==> config.mk <==
export PLATFORM = sky130hd
export DESIGN_NAME = cp0_int_ctrl
export DESIGN_NICKNAME = d
export VERILOG_FILES = /design/src/rtl/cp0_int_ctrl.sv
export SDC_FILE = /design/constraint.sdc
export NUM_CORES = 1
export LEC_CHECK = 0
export CORE_MARGIN = 5
export CORE_UTILIZATION = 45
export DETAILED_ROUTE_END_ITERATION = 8
export PLACE_DENSITY = 0.79
export SYNTH_ARGS = -nofsm -noshare
export SYNTH_HDL_FRONTEND = slang
export SYNTH_SLANG_ARGS = --single-unit
export TNS_END_PERCENT = 100
==> constraint.sdc <==
create_clock -name clk -period 6.44 [get_ports clk]
set_input_delay 0.644 -clock clk [delete_from_list [all_inputs] [get_ports clk]]
set_output_delay 0.644 -clock clk [all_outputs]
set_load 0.03 [all_outputs]
==> src/rtl/cp0_int_ctrl.sv <==
// CP0 interrupt/exception controller: NUM_IRQ edge-triggered channels plus a syscall trap,
// fixed priority (syscall, then lowest irq), vectored entry at base + (code << VEC_SHIFT).
module cp0_int_ctrl #(
  parameter int              NUM_IRQ    = 8,
  parameter int              DW         = 32,
  parameter logic [DW-1:0]   BASE_RESET = 'h80,
  parameter int              VEC_SHIFT  = 4
) (
  input  logic               clk,
  input  logic               reset,
  input  logic [NUM_IRQ-1:0] irq,
  input  logic               syscall,
  input  logic               int_ack,
  input  logic [DW-1:0]      pc_in,
  input  logic               eret,
  input  logic               cp0_we,
  input  logic [4:0]         cp0_waddr,
  input  logic [DW-1:0]      cp0_wdata,
  input  logic [4:0]         cp0_raddr,
  output logic [DW-1:0]      cp0_rdata,
  output logic               int_req,
  output logic [DW-1:0]      int_vector,
  output logic [DW-1:0]      epc,
  output logic               int_enable
);

  localparam logic [4:0] ADDR_ENABLE = 5'd11;
  localparam logic [4:0] ADDR_STATUS = 5'd12;
  localparam logic [4:0] ADDR_CAUSE  = 5'd13;
  localparam logic [4:0] ADDR_EPC    = 5'd14;
  localparam logic [4:0] ADDR_BASE   = 5'd15;

  localparam logic [7:0] CODE_SYSCALL = 8'h08;
  localparam logic [7:0] CODE_IRQ0    = 8'h10;

  typedef enum logic {
    IDLE    = 1'b0,
    SERVICE = 1'b1
  } state_t;

  state_t             state_q,    state_d;
  logic               ie_q,       ie_d;
  logic [NUM_IRQ-1:0] mask_q,     mask_d;
  logic [NUM_IRQ-1:0] pending_q,  pending_d;
  logic               sys_pend_q, sys_pend_d;
  logic [7:0]         cause_q,    cause_d;
  logic [DW-1:0]      epc_q,      epc_d;
  logic [DW-1:0]      base_q,     base_d;
  logic [NUM_IRQ-1:0] irq_prev_q, irq_prev_d;
  logic [DW-1:0]      rdata_q,    rdata_d;

  logic [NUM_IRQ-1:0] eligible;
  logic [NUM_IRQ-1:0] win_onehot;
  logic [7:0]         win_code;
  logic               req;
  logic               accept;
  logic [NUM_IRQ-1:0] irq_rise;
  logic [DW-1:0]      vec_offset;
  logic               wr_enable, wr_status, wr_cause, wr_epc, wr_base;
  logic               unused_wdata;

  assign unused_wdata = ^cp0_wdata;

  // Winner selection: scan high to low so the lowest eligible index is left standing.
  always_comb begin
    eligible   = pending_q & mask_q & {NUM_IRQ{ie_q}};
    win_onehot = '0;
    win_code   = '0;
    for (int i = NUM_IRQ - 1; i >= 0; i--) begin
      if (eligible[i]) begin
        win_onehot    = '0;
        win_onehot[i] = 1'b1;
        win_code      = CODE_IRQ0 + 8'(i);
      end
    end
    if (sys_pend_q) begin
      win_onehot = '0;
      win_code   = CODE_SYSCALL;
    end
    req = sys_pend_q | (|eligible);
  end

  assign vec_offset = {{(DW-8){1'b0}}, win_code} << VEC_SHIFT;
  assign accept     = int_ack & req;
  assign irq_rise   = irq & ~irq_prev_q;

  assign wr_enable = cp0_we & (cp0_waddr == ADDR_ENABLE);
  assign wr_status = cp0_we & (cp0_waddr == ADDR_STATUS);
  assign wr_cause  = cp0_we & (cp0_waddr == ADDR_CAUSE);
  assign wr_epc    = cp0_we & (cp0_waddr == ADDR_EPC);
  assign wr_base   = cp0_we & (cp0_waddr == ADDR_BASE);

  // Software writes first, hardware updates override, new edges override clears.
  always_comb begin
    state_d    = state_q;
    ie_d       = ie_q;
    mask_d     = mask_q;
    pending_d  = pending_q;
    sys_pend_d = sys_pend_q;
    cause_d    = cause_q;
    epc_d      = epc_q;
    base_d     = base_q;
    irq_prev_d = irq;

    if (wr_enable) begin
      ie_d   = cp0_wdata[31];
      mask_d = cp0_wdata[NUM_IRQ-1:0];
    end
    if (wr_status) begin
      pending_d = pending_d & ~cp0_wdata[NUM_IRQ-1:0];
      if (cp0_wdata[30]) begin
        sys_pend_d = 1'b0;
      end
    end
    if (wr_cause) begin
      cause_d = cp0_wdata[7:0];
    end
    if (wr_epc) begin
      epc_d = cp0_wdata;
    end
    if (wr_base) begin
      base_d = cp0_wdata;
    end

    if (accept) begin
      state_d   = SERVICE;
      epc_d     = pc_in;
      cause_d   = win_code;
      ie_d      = 1'b0;
      pending_d = pending_d & ~win_onehot;
      if (sys_pend_q) begin
        sys_pend_d = 1'b0;
      end
    end else if (eret && state_q == SERVICE) begin
      state_d = IDLE;
      ie_d    = 1'b1;
    end

    pending_d = pending_d | irq_rise;
    if (syscall) begin
      sys_pend_d = 1'b1;
    end
  end

  always_comb begin
    rdata_d = '0;
    case (cp0_raddr)
      ADDR_ENABLE: begin
        rdata_d[31]          = ie_q;
        rdata_d[NUM_IRQ-1:0] = mask_q;
      end
      ADDR_STATUS: begin
        rdata_d[31]          = (state_q == SERVICE);
        rdata_d[30]          = sys_pend_q;
        rdata_d[NUM_IRQ-1:0] = pending_q;
      end
      ADDR_CAUSE: rdata_d[7:0] = cause_q;
      ADDR_EPC:   rdata_d      = epc_q;
      ADDR_BASE:  rdata_d      = base_q;
      default:    rdata_d      = '0;
    endcase
  end

  always_ff @(posedge clk) begin
    if (reset) begin
      state_q    <= IDLE;
      ie_q       <= 1'b0;
      mask_q     <= '0;
      pending_q  <= '0;
      sys_pend_q <= 1'b0;
      cause_q    <= '0;
      epc_q      <= '0;
      base_q     <= BASE_RESET;
      irq_prev_q <= '0;
      rdata_q    <= '0;
    end else begin
      state_q    <= state_d;
      ie_q       <= ie_d;
      mask_q     <= mask_d;
      pending_q  <= pending_d;
      sys_pend_q <= sys_pend_d;
      cause_q    <= cause_d;
      epc_q      <= epc_d;
      base_q     <= base_d;
      irq_prev_q <= irq_prev_d;
      rdata_q    <= rdata_d;
    end
  end

  assign cp0_rdata  = rdata_q;
  assign int_req    = req;
  assign int_vector = base_q + vec_offset;
  assign epc        = epc_q;
  assign int_enable = ie_q;

endmodule

Word-level counts from Yosys, hierarchy flattened
Index checks and enable logic that the tools add are counted.
- bits in registers: 131
- output and inout bits: 98
- bits of input ports: 88
- logic and storage cells: 81
- bitwise logic cells: 16
- add/sub/neg operators: 1
- reduce and logical (&&, ||, !) cells: 7
- equality and inequality tests: 10
- mux-type cells: 37
- operators with widths (cell ; number):
    two-way mux 8 bit ; 20
    two-way mux 32 bit ; 2
    == test 5 x 4 -> 1 bit, second input constant ; 10
    one-hot mux 22 bit (2 select lines) ; 1
    AND 8 bit ; 5
    one-hot mux 8 bit (5 select lines) ; 1
    adder 32 x 12 -> 32 bit ; 1
    inverter 8 bit ; 3
    two-way mux 5 bit ; 2
    two-way mux 1 bit ; 9
    OR 8 bit ; 1
    nonzero test 2 bit ; 4
    OR reduction 8 bit ; 1
    AND 1 bit ; 6
    one-hot mux 1 bit (4 select lines) ; 1
    one-hot mux 1 bit (3 select lines) ; 1
    OR reduction 2 bit ; 1
    logical AND 1 bit ; 1
    OR 1 bit ; 1

Longest topological paths before layout
- word-level depth: 15
- mapped depth: 12
- mapped depth without buffers: 11

Worst setup path after synthesis
Ideal clock, no wire load.
- path kind: reg-to-output
- from: reg ie_q (netlist: int_enable)
- to: out int_vector[16]
- data arrival time: 3298 ps
- path slack: 2498 ps
- data required time: 5796 ps
- cell stages (with the launch flop): 13
- cell sequence: dfxtp_1 buf_2 nor2b_1 nand3_1 o31ai_1 ha_1 inv_1 fa_1 nor2b_1 o31ai_1 a21oi_2 nand4_1 xnor2_1
- cells in the longest elaborated chain, start to end: 11
- ends and longest elaborated chain (element ; line ; source):
    start, declared ; 42 ; logic ie_q, ie_d;
    start signal, assigned ; 178 ; ie_q <= ie_d;
    AND 8 bit (*) ; 66 ; eligible = pending_q & mask_q & {NUM_IRQ{ie_q}};
    two-way mux 5 bit (2 in a row) ; 70 ; if (eligible[i]) begin
    two-way mux 8 bit (5 in a row) ; 70 ;
    two-way mux 8 bit (*) ; 70 ;
    two-way mux 8 bit (*) ; 76 ; if (sys_pend_q) begin
    adder 32 x 12 -> 32 bit (*) ; 192 ; assign int_vector = base_q + vec_offset;
    end, declared ; 22 ; output logic [DW-1:0] int_vector,
Every way passes the cells marked *; elsewhere a longest branch is shown, timed or not.

Worst setup path in the final report
- from: reg ie_q (netlist: int_enable)
- to: out int_vector[28]
Same word-level chain as after synthesis.

==> flow_results.org <==
** Outcome
- Run status :: finished, final reports clean

** Worst hold path
- Worst hold path cell count :: 1
- Hold crit path type :: flop to flop
- For hold timing, the worst endpoint is pending_q[1]$_SDFF_PP0_.
- The startpoint identified for the worst hold timing path is irq_prev_q[1]$_SDFF_PP0_.

** Finish
- Layout area overhead :: 41.7%
- Cells with a size suffix above 1 make up approximately 7.2% of the layout.
- 0 antenna diodes ended up in the layout.
- Total area of multi-input combinational cells :: 3160 µm²
- NumNets Final :: 950
- Storage cell area :: 2620 µm²
- Excluding fillers, the count of instances in the completed layout stands at between 1,000 and 1,500.
- Filler instances :: 1,120
- Fin area :: 8620 µm²

** Clock tree
- Clock sink total :: 131
- After clock tree synthesis, the setup repair step added 0 buffers.
- TritonCTS built the clock tree.
- At the later pin of the worst-skew pair, clock insertion delay measures about 420 ps.
- Number of buffers added by the clock tree synthesis step :: 17
- After clock tree synthesis, the repair step resized 0 gates.
- Clock-pin transition on the worst setup and hold timing paths :: roughly 50 ps
- Count of hold-fix buffers inserted at cts :: 0
- Maximum level of the CTS H-tree :: 4
- In this run the deepest clock path goes through 2 buffers.
- In this run the clock root is driven by a sky130_fd_sc_hd__clkbuf_16.

** Pwr
- P_leak :: 2.98 nW
- Power spread over the standard cell area amounts to between 200 and 250 nW/µm².
- For this design the total switching power over the nets is about 0.48 mW.
- Worst-case vdd ir drop :: around 0.00019 V
- Internal power comes to roughly 1.6 mW.
- Proportion of power drawn by the clock network :: 49.2%
- The design draws 2.11 mW.
- Of the total power, the share spent switching nets is 22.7%.
- Per report_power, the sequential group accounts for roughly two fifths of the total.
- Power share of the combinational group :: 10.0%

** Critical path
- STA classifies the critical path startpoint as a flop.
- The startpoint identified for the worst register-to-register timing path is pending_q[6]$_SDFF_PP0_.
- Worst path arrival time :: 4440 ps
- For this design, the slowest cell found on the critical path is sky130_fd_sc_hd__clkdlybuf4s50_1.
- In this run the worst path has a maximum fanout of 11.
- Terminus of the critical flop-to-flop path :: epc[5]$_SDFFE_PP0P_
- STA classifies the critical path endpoint as an output pin.
- Internal reg-to-reg setup slack :: 4080 ps
- The worst setup path is of the flop to output pin kind.
- Data required time of the worst path :: roughly 5800 ps
- The signal on the critical path passes through nor2b_1 -> nand3_1 -> o31ai_1 -> ha_1 -> inv_1 -> fa_1 -> nor2b_1 -> o31ai_1 -> a21oi_2 -> nand3_1 -> xnor2_1 -> clkdlybuf4s50_1.
- Counting cells, the worst reg-to-reg path comes to 6.
- On the worst path, the slowest cell contributes a delay of between 700 and 800 ps.

** Floorplanning
- Once the floorplan was initialized, standard cells occupied 46.0% of the core.
- The die covers roughly 16,000 µm².
- The floorplan has 42 rows.
- Number of primary I/O pins :: around 190
- In this run the horizontal extent of the chip is 126 µm.
- Vert. Die Dim :: ~130 µm
- In this run the standard cell core region covers ~13,000 µm².

** Yosys
- Yosys warns :: 0
- The top cell type by area accounts for ~43% of the synthesized area.
- Number of synthesized register bits :: between 100 and 150
- Yosys attributes the largest share of cell area to sky130_fd_sc_hd__dfxtp_1 43%, sky130_fd_sc_hd__mux2i_1 8.1%, sky130_fd_sc_hd__nand2_1 5.7%, sky130_fd_sc_hd__nor2_1 4.7%, sky130_fd_sc_hd__a211oi_1 4.3%.
- Combined area of all synthesized cells :: around 6100 µm²
- Among all flip-flop cells after synthesis, the most frequent one is sky130_fd_sc_hd__dfxtp_1.
- The commonest cells after synthesis are 131 x sky130_fd_sc_hd__dfxtp_1, 93 x sky130_fd_sc_hd__nand2_1, 77 x sky130_fd_sc_hd__nor2_1.
- A synthesized cell averages between 8 and 9 µm².
- When the netlist entered floorplanning its net count stood at 790.
- Count of flip-flops with a built-in enable after synthesis :: 0
- Count of cell types in the netlist :: between 50 and 60
- Proportion of register bits with asynchronous set or reset after synthesis :: 0%
- After synthesis, flip-flops and latches occupy a little over two fifths of the total area.
- The most common cell in the synthesized netlist is sky130_fd_sc_hd__dfxtp_1.
- sky130_fd_sc_hd__dfxtp_1 takes more of the synthesized area than any other cell.
- Synthesis produced between 600 and 700 cells.

** STA
- Setup repair after global routing left no endpoint under its margin.
- Worst hold-check slack :: roughly 420 ps
- Maximum clock frequency :: approximately 0.20 GHz
- Headroom to the max-slew limit came out at 17.2%.
- Adding up every negative setup slack in the final design gives 0 ps.
- Of the available clock period, the critical path in the final layout requires around four fifths.
- The number of slew-limit violations in the final report came to 0.
- Final hold violation count :: 0
- For the pin with the worst max-slew slack, the measured transition is between 1000 and 1500 ps.
- Clock period minus worst slack :: between 5000 and 6000 ps
- Setup violations remaining at the end of the flow were counted as 0.
- Post-Route Skew :: 5.08 ps

** Route
- Final wirelength :: roughly 19,000 µm
- Mean number of vias per cell :: approximately 5.6
- Initial drt markers :: roughly 550
- The first detailed-routing pass ran for 7 iterations.
- In the final routed layout, each cell accounts on average for 18.2 µm.
- In the routed design, unresolved DRC markers number 0.
- For this block, the via count after detailed routing is about 5,900.
- In this run the remaining antenna-violating nets after routing total 0.

** Placed design
- Once placement completed, the tool counted placed cells totaling 1,013.
- The placed instances occupy a cell area of 7990 µm².
- Count of buffers inserted at the top-level ports :: around 190
- HPWL after detailed placement :: approximately 13,000 µm
- Routability-driven placement finished with a final weighted congestion of about 0.9.

** GRT
- The first global-routing pass estimated ~30,000 µm of wire.
- Total global routing track utilization :: a little under a quarter
- The number of antenna violations at the first check in global routing is 0.
- Entering global routing, the biggest net connects between 100 and 150 pins.
- Total overflow reported by the global router :: 0
- Via count of the first global-routing pass :: 5,701

** Job
- Max Cap Viol :: 0
[critical path, delay by kind of cell (launching register included)]
family / cells / cell delay (ps)
and+or+nand+nor: 4 / 810
adders and majority gates: 2 / 670
buffers and inverters: 2 / 770
AOI/OAI and AO/OA: 3 / 1030
DFF: 1 / 560
xor gates and xnor gates: 1 / 160
[layout make-up]
type	count	area share, %
clock buffers	24	5.70
clock inverters	8	1.71
inverters	17	0.740
multi-input cells	495	36.7
flip-flops and latches	131	30.4
well taps	176	2.55
repair buffers	194	22.2
[worst max path at each step]
stage	end	start	slack (ps)	depth (start not counted)
6_report	int_vector[28]	int_enable$_SDFFE_PP0P_	1360	12
5_1_grt	int_vector[28]	int_enable$_SDFFE_PP0P_	980	12
4_1_cts	int_vector[16]	int_enable$_SDFFE_PP0P_	1320	12
3_5_place_dp	int_vector[16]	int_enable$_SDFFE_PP0P_	1760	12
3_3_place_gp	int_vector[16]	int_enable$_SDFFE_PP0P_	1920	12
2_1_floorplan	int_vector[16]	int_enable$_SDFFE_PP0P_	2500	12
[layout by cell type (no fill, tap or decap), types with 4 or more instances in the layout]
cell,instances
sky130_fd_sc_hd__nor2_1,75
sky130_fd_sc_hd__a22o_1,8
sky130_fd_sc_hd__clkbuf_8,4
sky130_fd_sc_hd__nor3_1,9
sky130_fd_sc_hd__nand3b_1,4
sky130_fd_sc_hd__a211oi_1,35
sky130_fd_sc_hd__inv_1,16
sky130_fd_sc_hd__and3_1,4
sky130_fd_sc_hd__nand2_1,93
sky130_fd_sc_hd__buf_4,10
sky130_fd_sc_hd__bufinv_16,4
sky130_fd_sc_hd__nand4_1,8
sky130_fd_sc_hd__a22oi_1,30
sky130_fd_sc_hd__ha_1,5
sky130_fd_sc_hd__a31oi_1,4
sky130_fd_sc_hd__nand2b_1,9
sky130_fd_sc_hd__a21oi_1,51
sky130_fd_sc_hd__nor3_2,4
sky130_fd_sc_hd__clkbuf_16,17
sky130_fd_sc_hd__clkdlybuf4s50_1,184
sky130_fd_sc_hd__nand3_1,13
sky130_fd_sc_hd__dfxtp_1,131
sky130_fd_sc_hd__xnor2_1,14
sky130_fd_sc_hd__mux2i_1,49
sky130_fd_sc_hd__a222oi_1,9
sky130_fd_sc_hd__nor2b_1,10
sky130_fd_sc_hd__o21ai_0,5
sky130_fd_sc_hd__xor2_1,11
[state kept, by name, summed over array words and instances (netlist names)]
signal,count
pending_q,8
irq_prev_q,8
state_q,1
sys_pend_q,1
mask_q,8
cp0_rdata,32
base_q,32
cause_q,8
epc,32
int_enable,1
[cell families (layout without fill, tap and decap cells)]
group                      after synthesis  after routing  synth area share, %
AOI/OAI and AO/OA                      166            166                 19.0
and+or+nand+nor                        248            248                 19.4
buffers and inverters                   70            243                 5.37
DFF                                    131            131                 43.1
xor gates and xnor gates                25             25                 3.60
adders and majority gates                6              6                 1.36
muxes                                   50             50                 8.24
[stage by stage]
step	setup slack, ps	utilization (%)
2_1_floorplan	2500	-
6_report	1360	65.1
3_5_place_dp	1760	60.3
3_3_place_gp	1920	60.3
5_1_grt	978	65.1
4_1_cts	1320	65.1
[metal layers]
| metal | vias up | share of wire, % | GRT usage, % |
|---|---|---|---|
| met5 | - | 0 | 0 |
| met4 | 0 | 2.2 | 7.89 |
| li1 | 2816 | - | - |
| met3 | 39 | 7.8 | 6.60 |
| met2 | 284 | 47 | 38.4 |
| met1 | 2742 | 43 | 29.7 |
[power groups by stage]
stage / Clock (mW) / Combinational [mW] / Sequential [mW]
4_1_cts: 1.05 / 0.211 / 0.859
3_3_place_gp: 0 / 0.208 / 0.876
5_1_grt: 1.08 / 0.224 / 0.863
2_1_floorplan: 0 / 0.0766 / 0.896
6_report: 1.04 / 0.211 / 0.860
3_5_place_dp: 0 / 0.209 / 0.876
No activity file was read; power rests on OpenSTA's default activity.
